$ cat src/rtl/lc3_dp_pkg.sv
// Shared encodings and the sign-extension helper for the parametrised LC-3 datapath.
// Used by lc3_datapath_gen and lc3_regfile_gen.
package lc3_dp_pkg;

    // sext() results are this wide; callers truncate to WIDTH.
    localparam int unsigned SEXT_W = 64;

    typedef enum logic [1:0] {
        ALUK_ADD  = 2'b00,
        ALUK_AND  = 2'b01,
        ALUK_NOT  = 2'b10,
        ALUK_PASS = 2'b11
    } aluk_t;

    typedef enum logic [1:0] {
        PCMUX_INC   = 2'b00,
        PCMUX_ADDER = 2'b01,
        PCMUX_ADDR2 = 2'b10,
        PCMUX_BUS   = 2'b11
    } pcmux_t;

    typedef enum logic [1:0] {
        ADDR2_OFF11 = 2'b00,
        ADDR2_OFF9  = 2'b01,
        ADDR2_OFF6  = 2'b10,
        ADDR2_ZERO  = 2'b11
    } addr2mux_t;

    typedef enum logic [1:0] {
        IDLE = 2'b00,
        WAIT = 2'b01,
        DONE = 2'b10
    } mem_state_t;

    // Sign-extend the low 'bits' bits of v: park the field at the top, then shift back arithmetically.
    function automatic logic [SEXT_W-1:0] sext(input logic [15:0] v, input int unsigned bits);
        logic signed [SEXT_W-1:0] t;
        t = {v, {(SEXT_W-16){1'b0}}};
        t = t <<< (16 - bits);
        t = t >>> (SEXT_W - bits);
        return t;
    endfunction

endpackage

$ cat src/rtl/lc3_regfile_gen.sv
// General register file: NREG x WIDTH, one synchronous write port, two combinational read ports.
module lc3_regfile_gen #(
    parameter int unsigned WIDTH = 16,
    parameter int unsigned NREG  = 8
) (
    input  logic                     clk,
    input  logic                     rst,
    input  logic                     we,
    input  logic [$clog2(NREG)-1:0]  waddr,
    input  logic [WIDTH-1:0]         wdata,
    input  logic [$clog2(NREG)-1:0]  raddr1,
    output logic [WIDTH-1:0]         rdata1,
    input  logic [$clog2(NREG)-1:0]  raddr2,
    output logic [WIDTH-1:0]         rdata2
);

    logic [WIDTH-1:0] regs [NREG];

    always_ff @(posedge clk or posedge rst) begin
        if (rst) begin
            for (int unsigned i = 0; i < NREG; i++) begin
                regs[i] <= '0;
            end
        end else if (we) begin
            regs[waddr] <= wdata;
        end
    end

    assign rdata1 = regs[raddr1];
    assign rdata2 = regs[raddr2];

endmodule

$ cat src/rtl/lc3_datapath_gen.sv
// Parametrised LC-3 datapath with internal gated bus and a req/ack memory handshake FSM.
// Define LC3_DP_BUS_CHECK_EN to enable the sticky multi-driver bus_err flag.
module lc3_datapath_gen
    import lc3_dp_pkg::*;
#(
    parameter int unsigned WIDTH = 16,
    parameter int unsigned NREG  = 8,
    parameter int unsigned LED_W = 10
) (
    input  logic             Clk,
    input  logic             Reset,
    input  logic             LD_PC,
    input  logic             LD_IR,
    input  logic             LD_REG,
    input  logic             LD_CC,
    input  logic             LD_BEN,
    input  logic             LD_MAR,
    input  logic             LD_MDR,
    input  logic             LD_LED,
    input  logic             GatePC,
    input  logic             GateMDR,
    input  logic             GateALU,
    input  logic             GateMARMUX,
    input  logic [1:0]       PCMUX,
    input  logic [1:0]       ADDR2MUX,
    input  logic [1:0]       ALUK,
    input  logic             ADDR1MUX,
    input  logic             SR1MUX,
    input  logic             SR2MUX,
    input  logic             DRMUX,
    input  logic             MIO_EN,
    input  logic             MEM_START,
    input  logic             MEM_WE,
    output logic             mem_req,
    output logic             mem_we,
    output logic [WIDTH-1:0] mem_addr,
    output logic [WIDTH-1:0] mem_wdata,
    input  logic [WIDTH-1:0] mem_rdata,
    input  logic             mem_ack,
    output logic             MEM_DONE,
    output logic [WIDTH-1:0] BUS_Val,
    output logic [WIDTH-1:0] PC_Val,
    output logic [WIDTH-1:0] IR_Val,
    output logic             BEN,
    output logic [LED_W-1:0] LED,
    output logic             bus_err
);

    localparam int unsigned RW = $clog2(NREG);

    logic [WIDTH-1:0] pc, ir, mar, mdr;
    logic [WIDTH-1:0] bus, adder, addr1, addr2, alu_b, alu, pc_next;
    logic [WIDTH-1:0] sr1_data, sr2_data;
    logic [RW-1:0]    sr1_idx, sr2_idx, dr_idx;
    logic [15:0]      ir16;
    logic             n, z, p, ben;
    logic [LED_W-1:0] led;
    mem_state_t       state, state_next;
    logic             we_lat;

    assign ir16 = ir[15:0];

    assign sr1_idx = SR1MUX ? RW'(ir16[11:9]) : RW'(ir16[8:6]);
    assign sr2_idx = RW'(ir16[2:0]);
    assign dr_idx  = DRMUX ? RW'(ir16[11:9]) : RW'(NREG - 1);

    lc3_regfile_gen #(
        .WIDTH (WIDTH),
        .NREG  (NREG)
    ) u_regfile (
        .clk    (Clk),
        .rst    (Reset),
        .we     (LD_REG),
        .waddr  (dr_idx),
        .wdata  (bus),
        .raddr1 (sr1_idx),
        .rdata1 (sr1_data),
        .raddr2 (sr2_idx),
        .rdata2 (sr2_data)
    );

    always_comb begin
        addr2 = '0;
        case (addr2mux_t'(ADDR2MUX))
            ADDR2_OFF11: addr2 = WIDTH'(sext(ir16, 11));
            ADDR2_OFF9:  addr2 = WIDTH'(sext(ir16, 9));
            ADDR2_OFF6:  addr2 = WIDTH'(sext(ir16, 6));
            default:     addr2 = '0;
        endcase
        addr1 = ADDR1MUX ? pc : sr1_data;
        adder = addr1 + addr2;
    end

    always_comb begin
        alu_b = SR2MUX ? WIDTH'(sext(ir16, 5)) : sr2_data;
        alu   = sr1_data;
        case (aluk_t'(ALUK))
            ALUK_ADD: alu = sr1_data + alu_b;
            ALUK_AND: alu = sr1_data & alu_b;
            ALUK_NOT: alu = ~sr1_data;
            default:  alu = sr1_data;
        endcase
    end

    always_comb begin
        bus = '0;
        if (GateMARMUX)   bus = adder;
        else if (GateALU) bus = alu;
        else if (GatePC)  bus = pc;
        else if (GateMDR) bus = mdr;
    end

    always_comb begin
        pc_next = pc;
        case (pcmux_t'(PCMUX))
            PCMUX_INC: pc_next = pc + {{(WIDTH-1){1'b0}}, 1'b1};
            PCMUX_BUS: pc_next = bus;
            default:   pc_next = adder;
        endcase
    end

    always_ff @(posedge Clk or posedge Reset) begin
        if (Reset) begin
            state  <= IDLE;
            we_lat <= 1'b0;
        end else begin
            state <= state_next;
            if (state == IDLE && MEM_START) begin
                we_lat <= MEM_WE;
            end
        end
    end

    always_comb begin
        state_next = state;
        mem_req    = 1'b0;
        mem_we     = 1'b0;
        MEM_DONE   = 1'b0;
        case (state)
            IDLE: begin
                if (MEM_START) state_next = WAIT;
            end
            WAIT: begin
                mem_req = 1'b1;
                mem_we  = we_lat;
                if (mem_ack) state_next = DONE;
            end
            DONE: begin
                MEM_DONE   = 1'b1;
                state_next = IDLE;
            end
            default: state_next = IDLE;
        endcase
    end

    // MAR/MDR are frozen during WAIT so the handshake address/data stay stable.
    always_ff @(posedge Clk or posedge Reset) begin
        if (Reset) begin
            pc  <= '0;
            ir  <= '0;
            mar <= '0;
            mdr <= '0;
            n   <= 1'b0;
            z   <= 1'b0;
            p   <= 1'b0;
            ben <= 1'b0;
            led <= '0;
        end else begin
            if (LD_PC) pc <= pc_next;
            if (LD_IR) ir <= bus;
            if (LD_MAR && state != WAIT) mar <= bus;
            if (state == WAIT && mem_ack && !we_lat) begin
                mdr <= mem_rdata;
            end else if (LD_MDR && state != WAIT) begin
                mdr <= MIO_EN ? mem_rdata : bus;
            end
            if (LD_CC) begin
                n <= bus[WIDTH-1];
                z <= (bus == '0);
                p <= ~bus[WIDTH-1] & (bus != '0);
            end
            if (LD_BEN) ben <= (ir16[11] & n) | (ir16[10] & z) | (ir16[9] & p);
            if (LD_LED) led <= ir16[LED_W-1:0];
        end
    end

`ifdef LC3_DP_BUS_CHECK_EN
    logic       err;
    logic [2:0] gate_cnt;

    assign gate_cnt = 3'(GatePC) + 3'(GateMDR) + 3'(GateALU) + 3'(GateMARMUX);

    always_ff @(posedge Clk or posedge Reset) begin
        if (Reset) begin
            err <= 1'b0;
        end else if (gate_cnt > 3'd1) begin
            err <= 1'b1;
        end
    end

    assign bus_err = err;
`else
    assign bus_err = 1'b0;
`endif

    assign mem_addr  = mar;
    assign mem_wdata = mdr;
    assign BUS_Val   = bus;
    assign PC_Val    = pc;
    assign IR_Val    = ir;
    assign BEN       = ben;
    assign LED       = led;

endmodule

$ cat config.mk
export PLATFORM = sky130hd
export DESIGN_NAME = lc3_datapath_gen
export DESIGN_NICKNAME = d
export VERILOG_FILES = /design/src/rtl/lc3_dp_pkg.sv /design/src/rtl/lc3_regfile_gen.sv /design/src/rtl/lc3_datapath_gen.sv
export SDC_FILE = /design/constraint.sdc
export NUM_CORES = 1
export LEC_CHECK = 0
export CAP_MARGIN = 20
export CORE_UTILIZATION = 65
export DETAILED_ROUTE_END_ITERATION = 8
export DONT_BUFFER_PORTS = 1
export GPL_ROUTABILITY_DRIVEN = 0
export PLACE_DENSITY = 0.81
export REMOVE_ABC_BUFFERS = 1
export SYNTH_ARGS = -nofsm -noshare
export SYNTH_HDL_FRONTEND = slang
export SYNTH_SLANG_ARGS = --single-unit
$ cat constraint.sdc
create_clock -name Clk -period 8.7 [get_ports Clk]
set_input_delay 0.87 -clock Clk [delete_from_list [all_inputs] [get_ports Clk]]
set_output_delay 0.87 -clock Clk [all_outputs]
set_load 0.03 [all_outputs]
==> results.json <==
{
  "status": "finished, final reports clean",
  "max_freq_ghz": 0.134,
  "synth_edf_count": 0,
  "rsz0062_at_grt": "no",
  "io_buffers": 0,
  "drtIter0Drc": 1583,
  "antenna_left": 0,
  "syn_area_per_cell_um2": 8.91,
  "dieArea_um2": 21800,
  "grt_pass1_vias": 11900,
  "fin_cells": 1767,
  "cts_buffers": 22,
  "drc": 0,
  "yosys.area.top_type": "dfrtp_1",
  "final_common_cell": "nand2_1",
  "insertion_delay_ps": 530,
  "cp_slowest_cell": "mux2_2",
  "htreeDepth": 1,
  "nets": 1561,
  "maxCapViolations": 0,
  "gr-total-overflow": 0,
  "routed-via-count": 12500,
  "critPathRequiredTime_ps": 7830,
  "placed_cell_area_um2": 13900,
  "netlist_area_um2": 13800,
  "slew_violations": 0,
  "yosysWarnings": 0,
  "endpoint_kind": "output port",
  "synth_top_area_share_pct": 38.0,
  "synthArstFlopShare_pct": 100,
  "r2r-start": "IR_Val[7]",
  "via_per_inst": 7.06,
  "crit_top_cell": "mux2_2",
  "grt_pass1_wl_um": 66900,
  "routed_wl_um": 43600,
  "hp-class": "in2async",
  "synth-seq-cells": 209,
  "timing.rr.end": "z",
  "synth.distinct_cells": 77,
  "cp_max_fo": 33,
  "cts.clk_slew.worst_paths_ps": 60,
  "synthCells": 1546,
  "initial_utilization_pct": 67.2,
  "cts_hold_buf": 0,
  "die_h_um": 148,
  "slew_headroom_pct": 18.3,
  "drive_above_1_share_pct": 12.8,
  "finalSetupTns_ps": 0,
  "antenna_found_initial": 0,
  "dp.cells": 1723,
  "fp.dieW_um": 148,
  "timing.hold.ws_ps": 364,
  "cpLargestDelayFamily": "compound AO/OA/AOI/OAI gates",
  "area_growth_pct": 6.70,
  "critical_path_class": "reg2out",
  "fin_crit_sh_pct": 85.9,
  "fp.coreArea_um2": 20500,
  "start_kind": "flip-flop",
  "tightest_slew_ps": 1230,
  "r2r_setup_slack_ps": 1970,
  "fin_skew_ps": 17.8,
  "post-dp-hpwl_um": 29300,
  "cts_resized": 0,
  "r2r_cells": 16,
  "wl_per_cell_um": 24.7,
  "synth_flop_cell": "dfrtp_1",
  "tritoncts": "done",
  "layout_min_cycle_time_ps": 7480,
  "finalInstanceArea_um2": 14700,
  "cts.sinks": 209,
  "critical_path_buf_inv_count": 0,
  "postCtsSetupBuffers": 0,
  "final-setup-viol-count": 0,
  "mostFrequentLayoutCells": "nand2_1 (272), dfrtp_1 (206), o21ai_0 (198), nor2_1 (80), inv_1 (64)",
  "cp_slowest_stage_delay_ps": 990,
  "dr.pass1.iters": 6,
  "antenna_cells": 0,
  "critPathArrivalTime_ps": 6610,
  "seq_area_frac_synth_pct": 38.0,
  "cts_root_buf": "clkbuf_16",
  "cp_cell_sequence": "mux2_2, nand2_1, o211ai_1, mux2_2, ha_1, o21a_1, o21ai_0, a211oi_1, o31a_1, or2_2, a22oi_1, nand3_1, o31ai_4",
  "hold_viol": 0,
  "track_usage_pct": 40.1,
  "clk_path_buf_depth": 3,
  "io_pins": 139,
  "rows": 52,
  "grt_max_degree": 137,
  "synth_area_leaders": "dfrtp_1 (38%), nand2_1 (7.4%), o21ai_0 (7.2%)"
}
[final cells by class]
class	count	area, um2
repair buffers	27	249
inverters	68	265
clock buffers	32	638
clock inverters	8	101
flip-flops and latches	209	5230
well taps	270	338
fillers	1528	5790
multi-input cells	1153	7880
[worst register-to-register path: cells and delay by family (launching register included)]
family,cells,cell delay (ps)
compound gates,8,3040
mux,2,1290
fa+ha+maj,1,260
simple gates,5,1110
flops,1,920
[Yosys cell counts, types with 18 or more instances]
master / instances
nand2_1: 272
o21ai_0: 198
nand3_1: 29
xnor2_1: 33
mux2i_1: 58
and2_1: 18
a21oi_1: 64
mux4_2: 36
a211oi_1: 20
nor2_1: 80
ha_1: 34
o211ai_1: 20
mux2_2: 62
clkbuf_1: 91
nor2b_1: 22
inv_1: 65
dfrtp_1: 209
[metal layers]
layer | wire (um) | track usage (%) | vias up
met3 | 5660 | 10.6 | 189
met4 | 2330 | 20.9 | 0
met1 | 16200 | 53.3 | 6034
li1 | - | - | 5386
met2 | 19400 | 60.7 | 866
met5 | 0 | 0 | -
[registers in the layout (all words and copies together), names as in the netlist]
| signal | count |
|---|---|
| z | 1 |
| mem_wdata | 16 |
| we_lat | 1 |
| BEN | 1 |
| state | 2 |
| n | 1 |
| u_regfile.regs | 128 |
| LED | 10 |
| IR_Val | 16 |
| mem_addr | 16 |
| p | 1 |
| PC_Val | 16 |
[logic make-up after synthesis]
kind of cell,after synthesis,synth area share (%)
buffers and inverters,184,5.31
AO/OA/AOI/OAI,432,19.6
XOR/XNOR,40,2.60
other,1,0.0272
flip-flops,209,38.0
AND/OR/NAND/NOR,485,15.6
multiplexers,159,15.5
adder cells (fa/ha/maj),36,3.38
[stage by stage]
stage          utilization (%)  setup WS (ps)
5_1_grt                   71.7           1030
3_5_place_dp              67.8           1970
2_1_floorplan                -            687
3_3_place_gp              67.7           2110
6_report                  71.7           1220
4_1_cts                   71.4           1430
[how the worst max path moves through the flow]
stage	from	end	slack, ps	cells after the start
5_1_grt	IR_Val[7]	BUS_Val[13]	1030	15
4_1_cts	IR_Val[7]	BUS_Val[13]	1430	15
3_5_place_dp	IR_Val[7]	BUS_Val[13]	1970	15
3_3_place_gp	IR_Val[7]	BUS_Val[13]	2110	15
2_1_floorplan	SR1MUX	BUS_Val[13]	690	15
6_report	IR_Val[7]	BUS_Val[13]	1220	13
Power is left out: the tool's default activity adds up to more than one toggle a clock period on the data nets, which glitch-free logic cannot reach.
